--- config.mk ---
export PLATFORM = sky130hd
export DESIGN_NAME = axi_cdc_isolate_ctrl
export DESIGN_NICKNAME = d
export VERILOG_FILES = /design/src/rtl/axi_cdc_isolate_ctrl.sv
export SDC_FILE = /design/constraint.sdc
export NUM_CORES = 1
export LEC_CHECK = 0
export BUFFER_PORTS_ARGS = -buffer_cell sky130_fd_sc_hd__buf_2
export CAP_MARGIN = 20
export CELL_PAD_IN_SITES_DETAIL_PLACEMENT = 2
export CELL_PAD_IN_SITES_GLOBAL_PLACEMENT = 2
export CORE_ASPECT_RATIO = 1.4
export CORE_UTILIZATION = 21
export DETAILED_ROUTE_END_ITERATION = 7
export GPL_ROUTABILITY_DRIVEN = 0
export GPL_TIMING_DRIVEN = 0
export PLACE_DENSITY_LB_ADDON = 0.3
export SLEW_MARGIN = 10
export SYNTH_ARGS = -nofsm -noshare
export SYNTH_HDL_FRONTEND = slang
export SYNTH_SLANG_ARGS = --single-unit
--- constraint.sdc ---
create_clock -name src_clk_i -period 3.4 [get_ports src_clk_i]
set_input_delay 0.17 -clock src_clk_i [delete_from_list [all_inputs] [get_ports src_clk_i]]
set_output_delay 0.17 -clock src_clk_i [all_outputs]
set_load 0.02 [all_outputs]
--- src/rtl/axi_cdc_isolate_ctrl.sv ---
// Isolation controller in front of an AXI CDC source stage: drains outstanding traffic, then fences the port.
// Latency: zero -- ungated channels pass straight through; isolate_o/isolated_o decode the registered state.
// Backpressure: a gated channel shows valid=0 downstream and ready=0 upstream; a held AW/AR is never withdrawn.
// Build option: define AXI_CDC_ISOLATE_TIMEOUT_EN to add the DRAIN timeout counter and drain_timeout_o.

// Minimal AXI request/response types so the block elaborates on its own;
// integrations override axi_req_t/axi_resp_t with their full channel structs.
package axi_cdc_isolate_pkg;
  typedef struct packed {
    logic [7:0] aw_addr;
    logic       aw_valid;
    logic [7:0] w_data;
    logic       w_last;
    logic       w_valid;
    logic       b_ready;
    logic [7:0] ar_addr;
    logic       ar_valid;
    logic       r_ready;
  } iso_axi_req_t;

  typedef struct packed {
    logic       aw_ready;
    logic       w_ready;
    logic [1:0] b_resp;
    logic       b_valid;
    logic       ar_ready;
    logic [7:0] r_data;
    logic       r_last;
    logic       r_valid;
  } iso_axi_resp_t;
endpackage

module axi_cdc_isolate_ctrl #(
  parameter int unsigned MaxTxns      = 8,
  parameter int unsigned DrainTimeout = 1024,
  parameter type         axi_req_t    = axi_cdc_isolate_pkg::iso_axi_req_t,
  parameter type         axi_resp_t   = axi_cdc_isolate_pkg::iso_axi_resp_t
) (
  input  logic      src_clk_i,
  input  logic      src_rst_i,
  input  logic      isolate_req_i,
  input  axi_req_t  slv_req_i,
  output axi_resp_t slv_resp_o,
  output axi_req_t  mst_req_o,
  input  axi_resp_t mst_resp_i,
  output logic      isolate_o,
  output logic      isolated_o,
  output logic      drain_timeout_o
);

  localparam int unsigned    CntW   = $clog2(MaxTxns + 1);
  localparam logic [CntW-1:0] CntMax = CntW'(MaxTxns);
  localparam logic [CntW-1:0] CntOne = CntW'(1);

  typedef enum logic [1:0] {RUN, DRAIN, ISOLATED} state_e;

  state_e          state_q, state_d;
  logic [CntW-1:0] wr_cnt, rd_cnt, w_cnt;
  logic            aw_hold, ar_hold;

  logic iso, idle;
  logic aw_open, ar_open, w_open;
  logic aw_fwd, ar_fwd;
  logic aw_hs, ar_hs, w_last_hs, b_hs, r_last_hs;

  assign iso  = (state_q == ISOLATED);
  assign idle = (wr_cnt == '0) && (rd_cnt == '0) && (w_cnt == '0) && !aw_hold && !ar_hold;

  // A held address keeps its path open whatever the state, so valid never drops before the handshake.
  assign aw_open = !iso && (aw_hold || ((state_q == RUN) && (wr_cnt != CntMax) && (w_cnt != CntMax)));
  assign ar_open = !iso && (ar_hold || ((state_q == RUN) && (rd_cnt != CntMax)));

  assign aw_fwd = slv_req_i.aw_valid & aw_open;
  assign ar_fwd = slv_req_i.ar_valid & ar_open;
  assign aw_hs  = aw_fwd & mst_resp_i.aw_ready;
  assign ar_hs  = ar_fwd & mst_resp_i.ar_ready;

  // W data may only follow an address already accepted, or one accepted this very cycle.
  assign w_open    = !iso && ((w_cnt != '0) || aw_hs);
  assign w_last_hs = slv_req_i.w_valid & w_open & mst_resp_i.w_ready & slv_req_i.w_last;
  assign b_hs      = mst_resp_i.b_valid & slv_req_i.b_ready & !iso;
  assign r_last_hs = mst_resp_i.r_valid & slv_req_i.r_ready & !iso & mst_resp_i.r_last;

  // Pass payloads through untouched and overlay the gated valid/ready bits.
  always_comb begin
    mst_req_o            = slv_req_i;
    slv_resp_o           = mst_resp_i;
    mst_req_o.aw_valid   = aw_fwd;
    slv_resp_o.aw_ready  = mst_resp_i.aw_ready & aw_open;
    mst_req_o.w_valid    = slv_req_i.w_valid & w_open;
    slv_resp_o.w_ready   = mst_resp_i.w_ready & w_open;
    mst_req_o.ar_valid   = ar_fwd;
    slv_resp_o.ar_ready  = mst_resp_i.ar_ready & ar_open;
    slv_resp_o.b_valid   = mst_resp_i.b_valid & !iso;
    mst_req_o.b_ready    = slv_req_i.b_ready & !iso;
    slv_resp_o.r_valid   = mst_resp_i.r_valid & !iso;
    mst_req_o.r_ready    = slv_req_i.r_ready & !iso;
  end

  // Next-state: drain on request, fence once nothing is in flight, release whenever the request drops.
  always_comb begin
    state_d = state_q;
    case (state_q)
      RUN:      if (isolate_req_i) state_d = DRAIN;
      DRAIN:    if (!isolate_req_i) state_d = RUN;
                else if (idle)      state_d = ISOLATED;
      ISOLATED: if (!isolate_req_i) state_d = RUN;
      default:  state_d = RUN;
    endcase
  end

  // State register.
  always_ff @(posedge src_clk_i) begin
    if (src_rst_i) state_q <= RUN;
    else           state_q <= state_d;
  end

  // Outstanding-transaction counters; simultaneous increment and decrement cancel out.
  always_ff @(posedge src_clk_i) begin
    if (src_rst_i) begin
      wr_cnt <= '0;
      rd_cnt <= '0;
      w_cnt  <= '0;
    end else begin
      if (aw_hs && !b_hs)           wr_cnt <= wr_cnt + CntOne;
      else if (b_hs && !aw_hs)      wr_cnt <= wr_cnt - CntOne;
      if (ar_hs && !r_last_hs)      rd_cnt <= rd_cnt + CntOne;
      else if (r_last_hs && !ar_hs) rd_cnt <= rd_cnt - CntOne;
      if (aw_hs && !w_last_hs)      w_cnt  <= w_cnt + CntOne;
      else if (w_last_hs && !aw_hs) w_cnt  <= w_cnt - CntOne;
    end
  end

  // Remember an address presented downstream but not yet accepted.
  always_ff @(posedge src_clk_i) begin
    if (src_rst_i) begin
      aw_hold <= 1'b0;
      ar_hold <= 1'b0;
    end else begin
      if (aw_hs)       aw_hold <= 1'b0;
      else if (aw_fwd) aw_hold <= 1'b1;
      if (ar_hs)       ar_hold <= 1'b0;
      else if (ar_fwd) ar_hold <= 1'b1;
    end
  end

  assign isolate_o  = iso;
  assign isolated_o = iso;

`ifdef AXI_CDC_ISOLATE_TIMEOUT_EN
  localparam int unsigned     TmoW    = $clog2(DrainTimeout + 1);
  localparam logic [TmoW-1:0] TmoLast = TmoW'(DrainTimeout - 1);

  logic [TmoW-1:0] tmo_cnt;

  // Count completed DRAIN cycles, saturating so the flag stays up until DRAIN is left.
  always_ff @(posedge src_clk_i) begin
    if (src_rst_i || (state_q != DRAIN)) tmo_cnt <= '0;
    else if (tmo_cnt != TmoLast)         tmo_cnt <= tmo_cnt + TmoW'(1);
  end

  assign drain_timeout_o = (state_q == DRAIN) && (tmo_cnt == TmoLast);
`else
  assign drain_timeout_o = 1'b0;
`endif

  // A zero timeout or zero transaction budget is a configuration error.
  a_cfg: assert property (@(posedge src_clk_i) (DrainTimeout > 0) && (MaxTxns > 0));

  // Responses without a matching request would wrap a counter below zero.
  a_wr_underflow: assert property (@(posedge src_clk_i) disable iff (src_rst_i)
                                   !(b_hs && !aw_hs && (wr_cnt == '0)));
  a_rd_underflow: assert property (@(posedge src_clk_i) disable iff (src_rst_i)
                                   !(r_last_hs && !ar_hs && (rd_cnt == '0)));
  a_w_underflow:  assert property (@(posedge src_clk_i) disable iff (src_rst_i)
                                   !(w_last_hs && !aw_hs && (w_cnt == '0)));

endmodule

; ---- Word-level counts from Yosys, hierarchy flattened
; Cells that the tools add are included.
[word_totals]
register_bits = 16
in_bits = 49
output_inout_bits = 49
wordCells = 88
[classes]
addsub = 6
eq_ne = 8
n_mux = 11
bitwise_logic = 19
n_reduce_logical = 38
[op_table]
columns = operator, n
row1 = 4-bit two-way mux, 6
row2 = 1-bit bitwise AND, 19
row3 = 1-bit logical AND, 16
row4 = 4-bit by 1-bit adder with 4-bit output (second input constant), 3
row5 = 4-bit zero test, 3
row6 = 4-bit != test (second input constant), 3
row7 = 4-bit by 1-bit subtractor with 4-bit output (second input constant), 3
row8 = 1-bit zero test, 8
row9 = 2-bit two-way mux, 4
row10 = 2-bit case mux with 3 select lines, 1
row11 = 2-bit nonzero test, 3
row12 = 2-bit != test (second input constant), 2
row13 = 4-bit nonzero test, 1
row14 = 2-bit OR reduction, 2
row15 = 1-bit logical OR, 3
row16 = 3-bit != test (second input constant), 1
row17 = 3-bit AND reduction, 1
row18 = 2-bit by 1-bit equality test with 1-bit output (second input constant), 1
row19 = 2-bit equality test (second input constant), 1
row20 = 2-bit zero test, 1

; ---- Longest topological paths before layout
[depth]
depth_word = 15
mapped_depth = 12
mapped_depth_nobuf = 11

; ---- Worst setup path before layout
; Ideal clock, no wire load.
[synth_path]
kind = flip-flop to flip-flop
from = register wr_cnt[0]
to = register w_cnt[3]
arrival_ps = 2631
path_slack_ps = 648
stages_incl_launch_ff = 12
cell_sequence = dfxtp_1 > or4b_4 > a31oi_4 > o22ai_2 > nand4_1 > ha_1 > inv_1 > ha_1 > a21oi_1 > a211oi_1 > a31oi_1 > mux2_2
[synth_via]
elab_chain_cells = 15
word_cells_on_any_way = 18
cone_classes = eq/ne (1) / mux (1) / bitwise (5) / reduce/logical (11)
[synth_lines]
columns = item, line
row1 = "start, declared", 58  ; logic [CntW-1:0] wr_cnt, rd_cnt, w_cnt;
row2 = "start signal, assigned", 125  ; if (aw_hs && !b_hs) wr_cnt <= wr_cnt + CntOne;
row3 = "start signal, assigned", 126  ; else if (b_hs && !aw_hs) wr_cnt <= wr_cnt - CntOne;
row4 = 4-bit != test *, 70  ; assign aw_open = !iso && (aw_hold || ((state_q == RUN) && (wr_cnt != CntMax) && (w_cnt != CntMax)));
row5 = 1-bit logical AND * (2 in a row), 70
row6 = 1-bit logical OR *, 70
row7 = 1-bit logical AND *, 70
row8 = 1-bit bitwise AND *, 73  ; assign aw_fwd = slv_req_i.aw_valid & aw_open;
row9 = 1-bit bitwise AND *, 75  ; assign aw_hs = aw_fwd & mst_resp_i.aw_ready;
row10 = 1-bit logical OR, 79  ; assign w_open = !iso && ((w_cnt != '0) || aw_hs);
row11 = 1-bit logical AND, 79
row12 = 1-bit bitwise AND (3 in a row), 80  ; assign w_last_hs = slv_req_i.w_valid & w_open & mst_resp_i.w_ready & slv_req_i.w_last;
row13 = 1-bit zero test, 129  ; if (aw_hs && !w_last_hs) w_cnt <= w_cnt + CntOne;
row14 = 1-bit logical AND, 129
row15 = 4-bit two-way mux or 2-bit nonzero test (tied branches), n/a
row16 = "end signal, assigned", 129
row17 = "end signal, assigned", 130  ; else if (w_last_hs && !aw_hs) w_cnt <= w_cnt - CntOne;
row18 = "end, declared", 58
; Mark *: on every way between the ends. The rest lies on a longest branch, timed or not.
; A chain may end at the register's enable or synchronous reset.

; ---- Worst setup path after layout
[layout_path]
from = register state_q[0]
to = register rd_cnt[3]
[layout_via]
elab_chain_cells = 9
word_cells_on_any_way = 16
cone_classes = eq/ne (1) / mux (1) / bitwise (4) / reduce/logical (10)
[layout_lines]
columns = item, line
row1 = "start, declared", 57  ; state_e state_q, state_d;
row2 = "start signal, assigned", 115  ; else state_q <= state_d;
row3 = 2-bit zero test, 71  ; assign ar_open = !iso && (ar_hold || ((state_q == RUN) && (rd_cnt != CntMax)));
row4 = 1-bit logical AND, 71
row5 = 1-bit logical OR, 71
row6 = 1-bit logical AND *, 71
row7 = 1-bit bitwise AND *, 74  ; assign ar_fwd = slv_req_i.ar_valid & ar_open;
row8 = net ar_fwd, 63  ; logic aw_fwd, ar_fwd;
row9 = 1-bit bitwise AND *, 76  ; assign ar_hs = ar_fwd & mst_resp_i.ar_ready;
row10 = 1-bit zero test, 128  ; else if (r_last_hs && !ar_hs) rd_cnt <= rd_cnt - CntOne;
row11 = 1-bit logical AND, 128
row12 = 2-bit nonzero test (no source line), n/a
row13 = "end signal, assigned", 127  ; if (ar_hs && !r_last_hs) rd_cnt <= rd_cnt + CntOne;
row14 = "end signal, assigned", 128
row15 = "end, declared", 58
; Mark *: on every way through the listed nets, which the timed path passes. The rest lies on a longest branch.

==> results.md <==
* Clk_lat worst skew at 0.25 ns
* Failing checks: DRC
* Sequential area share after synthesis at 22.7%
* Synth unique cells at 33
* Area leader, netlist: dfxtp_1
* Detail Route Antenna Nets at 0
* Final Cycle Share at between 80 and 90%
* Tmin final at 3.02 ns
* Max stage delay cell, worst path: a2111oi_4
* Post-synth EDFFs at 0
* Place WS at roughly 0.31 ns
* Largest family of logic cells by synthesized area: buffers and inverters
* TritonCTS clock tree: done
* Max incr delay on CP at between 0.3 and 0.4 ns
* Core area at 0.00653 mm2
* # setup viols final at 0
* All-Layer GR Usage at approximately 9.8%
* Utilization after layout at 28.6%
* Outcome: finished with violations
* Setup crit end kind: register
* Final antenna diode count at 0
* Root Buffer: clkbuf_8
* Switch Pwr at 384 uW
* Internal at around 570 uW
* Pin count of the biggest net entering global routing at 11
* Worst Path Buf+Inv at 3
* Fill cells at 791
* Worst hold path type: in -> reg
* Initial antenna violation count at 0
* Post-Syn Area per Cell at 8.47 um2
* Vias in the first global route at around 1300
* Share of cells above drive strength 1 at approximately half
* Row Count at 35
* Detail-routed net length per standard cell at 11.0 um
* Clock Sinks at 16
* WP data arrival at about 3.2 ns
* Clock Tree Buf Depth at 2
* Final Max Slew Viols at 0
* Setup WS post-layout at 0.375 ns
* Die Height at approximately 99 um
* Area grow syn2layout at 32.0%
* Port Buf Inserts at 61
* RSZ-0062 raised after global routing: no
* Die Area at 0.00707 mm2
* Placed Area at 0.00181 mm2
* Hold Path Cell Cnt at 3
* H-tree Lvls at 1
* Post-synthesis sequential element count at 16
* Critical-path maximum fanout at 9
* Post-Syn Nets at 228
* Post-synth top cells: 40 x buf_4, 23 x nor2_1, 16 x dfxtp_1, 9 x ha_1, 8 x inv_1
* 1st-iter DRT viols at 42
* Fin nets at between 200 and 300
* Synth top area share at 22.7%
* Post-CTS resize count at 0
* Postcts setup bufs at 0
* Synth Instances at around 170
* Critical path class: reg -> reg
* Post-synthesis compound-gate area fraction at 11.6%
* Synth Area in Adders at 12.2%
* CP Cell Sequence: nand2b_1, clkbuf_2, inv_1, a2111oi_4, and2_1, ha_1, inv_1, ha_1, a21oi_1, a211oi_1, a31oi_1, mux2_2
* # IOs at 98
* CP delay by family, top: compound AO/OA/AOI/OAI gates
* Vias at between 1000 and 1500
* Maximum vdd drop at approximately 0.14 mV
* Die W at 71.3 um
* Total routed wirelength at 3360 um
* Residual DRC at 11
* Cell Area, Synth at roughly 0.0014 mm2
* Skew final at 0.00542 ns
* Sw Share at 40.1%
* DP HPWL at 2940 um
* Simple-Gate Fraction of Synth Area at between 20% and 30%
* Maxcap violations at 0
* Multi-input gate area at between 700 and 800 um2
* Comb pwr share at 51.8%
* Max_slew headroom at 61.5%
* Top-count cell post-synth: buf_4
* R2R depth at 12
* Post-synth ARST share at 0%
* Clock Pin Slew Worst Setup and Hold Paths at 0.07 ns
* Ys Warns at 0
* Worst Path Required at 3.54 ns
* DR vias/cell at 4.44
* Peak Freq at 0.331 GHz
* Top area cells in the synthesized netlist: dfxtp_1 23%, buf_4 21%, ha_1 8.0%, nor2_1 6.1%, fa_1 4.2%
* WP depth at 12
* Fraction of synthesized area in multiplexers at 4.51%
* Reg area at 320 um2
* Clock share of power at about 18%
* Xor/xnor share of the synthesized area at 3.72%
* Starting density of the core at a little over a fifth
* Power, Total at 956 uW
* CTS Buf Count at 3
* Synth Flop Type: dfxtp_1
* Final instance area at 0.00187 mm2
* Fin. Hold Viols at 0
* Number of iterations in the first detailed-routing pass at 5
* Slew @ Worst Pin at between 0.5 and 0.6 ns
* Flop pwr share at 30.5%
* Startpoint Class: register
* PwrDens at slightly above 500 mW/mm2
* First-pass GRT wire length at 5490 um
* Setup TNS at 0 ns
* Leakage at 0.935 nW
* Post-CTS Hold Buffers at 0
* GR Overflow Total at 0
==> sequential cells by signal (all words and copies together), names as in the netlist <==
register  flops
ar_hold       1
aw_hold       1
rd_cnt        4
state_q       2
w_cnt         4
wr_cnt        4
==> cells in the final DEF (no fill, tap or decap), types with 4 or more instances in the layout <==
cell,count
nor2b_1,4
nand3_1,5
buf_4,40
and2_1,7
nor2_1,23
ha_1,9
a21oi_1,7
dfxtp_1,16
clkbuf_8,4
inv_1,8
clkbuf_1,5
buf_2,61
==> kinds of logic (layout without fill, tap and decap cells) <==
logic type      count (synthesis)  after routing
compound gates                 19             19
buf+inv                        54            119
fa+ha+maj                      12             12
xor+xnor                        6              6
mux                             6              6
simple gates                   53             53
other cells                     1              1
flops                          16             16
==> final timing paths <==
path / from / to / slack, ns
min reg2reg: ar_hold$_SDFFE_PP0P_ / ar_hold$_SDFFE_PP0P_ / 0.52
min: isolate_req_i / state_q[0]$_SDFFE_PP0P_ / 0.23
max: state_q[0]$_SDFFE_PP0P_ / rd_cnt[3]$_SDFFE_PP0P_ / 0.38
max reg2reg: state_q[0]$_SDFFE_PP0P_ / rd_cnt[3]$_SDFFE_PP0P_ / 0.38
==> layer usage <==
| metal | part of all wire (%) | vias up | global-route usage (%) |
|---|---|---|---|
| met1 | 36 | 627 | 9.68 |
| li1 | - | 651 | - |
| met5 | 0 | - | 0 |
| met2 | 53 | 75 | 18.9 |
| met3 | 9.3 | 6 | 2.25 |
| met4 | 2.1 | 0 | 4.31 |
==> worst reg2reg max path: cells and delay by family, from the launching register on <==
family,cells,cell delay (ns)
buffers and inverters,3,0.43
DFF,1,0.38
AOI/OAI and AO/OA,4,0.92
and+or+nand+nor,2,0.33
muxes,1,0.36
adders and majority gates,2,0.51
==> area by class of cell <==
type	count	share of cell area, %
buffer	46	17.4
clock buffer	4	2.95
inverter	8	1.61
multi-input combinational	97	39.6
sequential	16	17.2
tap	74	4.96
timing repair buffer	61	16.4
==> power by group through the flow <==
stage               sequential, mW  clock [mW]  combinational (mW)
detailed placement           0.299           0               0.503
global route                 0.303       0.183               0.566
CTS                          0.295       0.176               0.507
finish                       0.292       0.169               0.495
global placement             0.297           0               0.494
floorplan                    0.281           0               0.395
==> stage by stage <==
stage | hold slack, ns | std cells
global route | 0.250 | 306
global placement | 0.493 | 302
CTS | 0.225 | 306
floorplan | 0.304 | 167
finish | 0.229 | 306
detailed placement | 0.498 | 302
(Power assumes the default switching activity.)
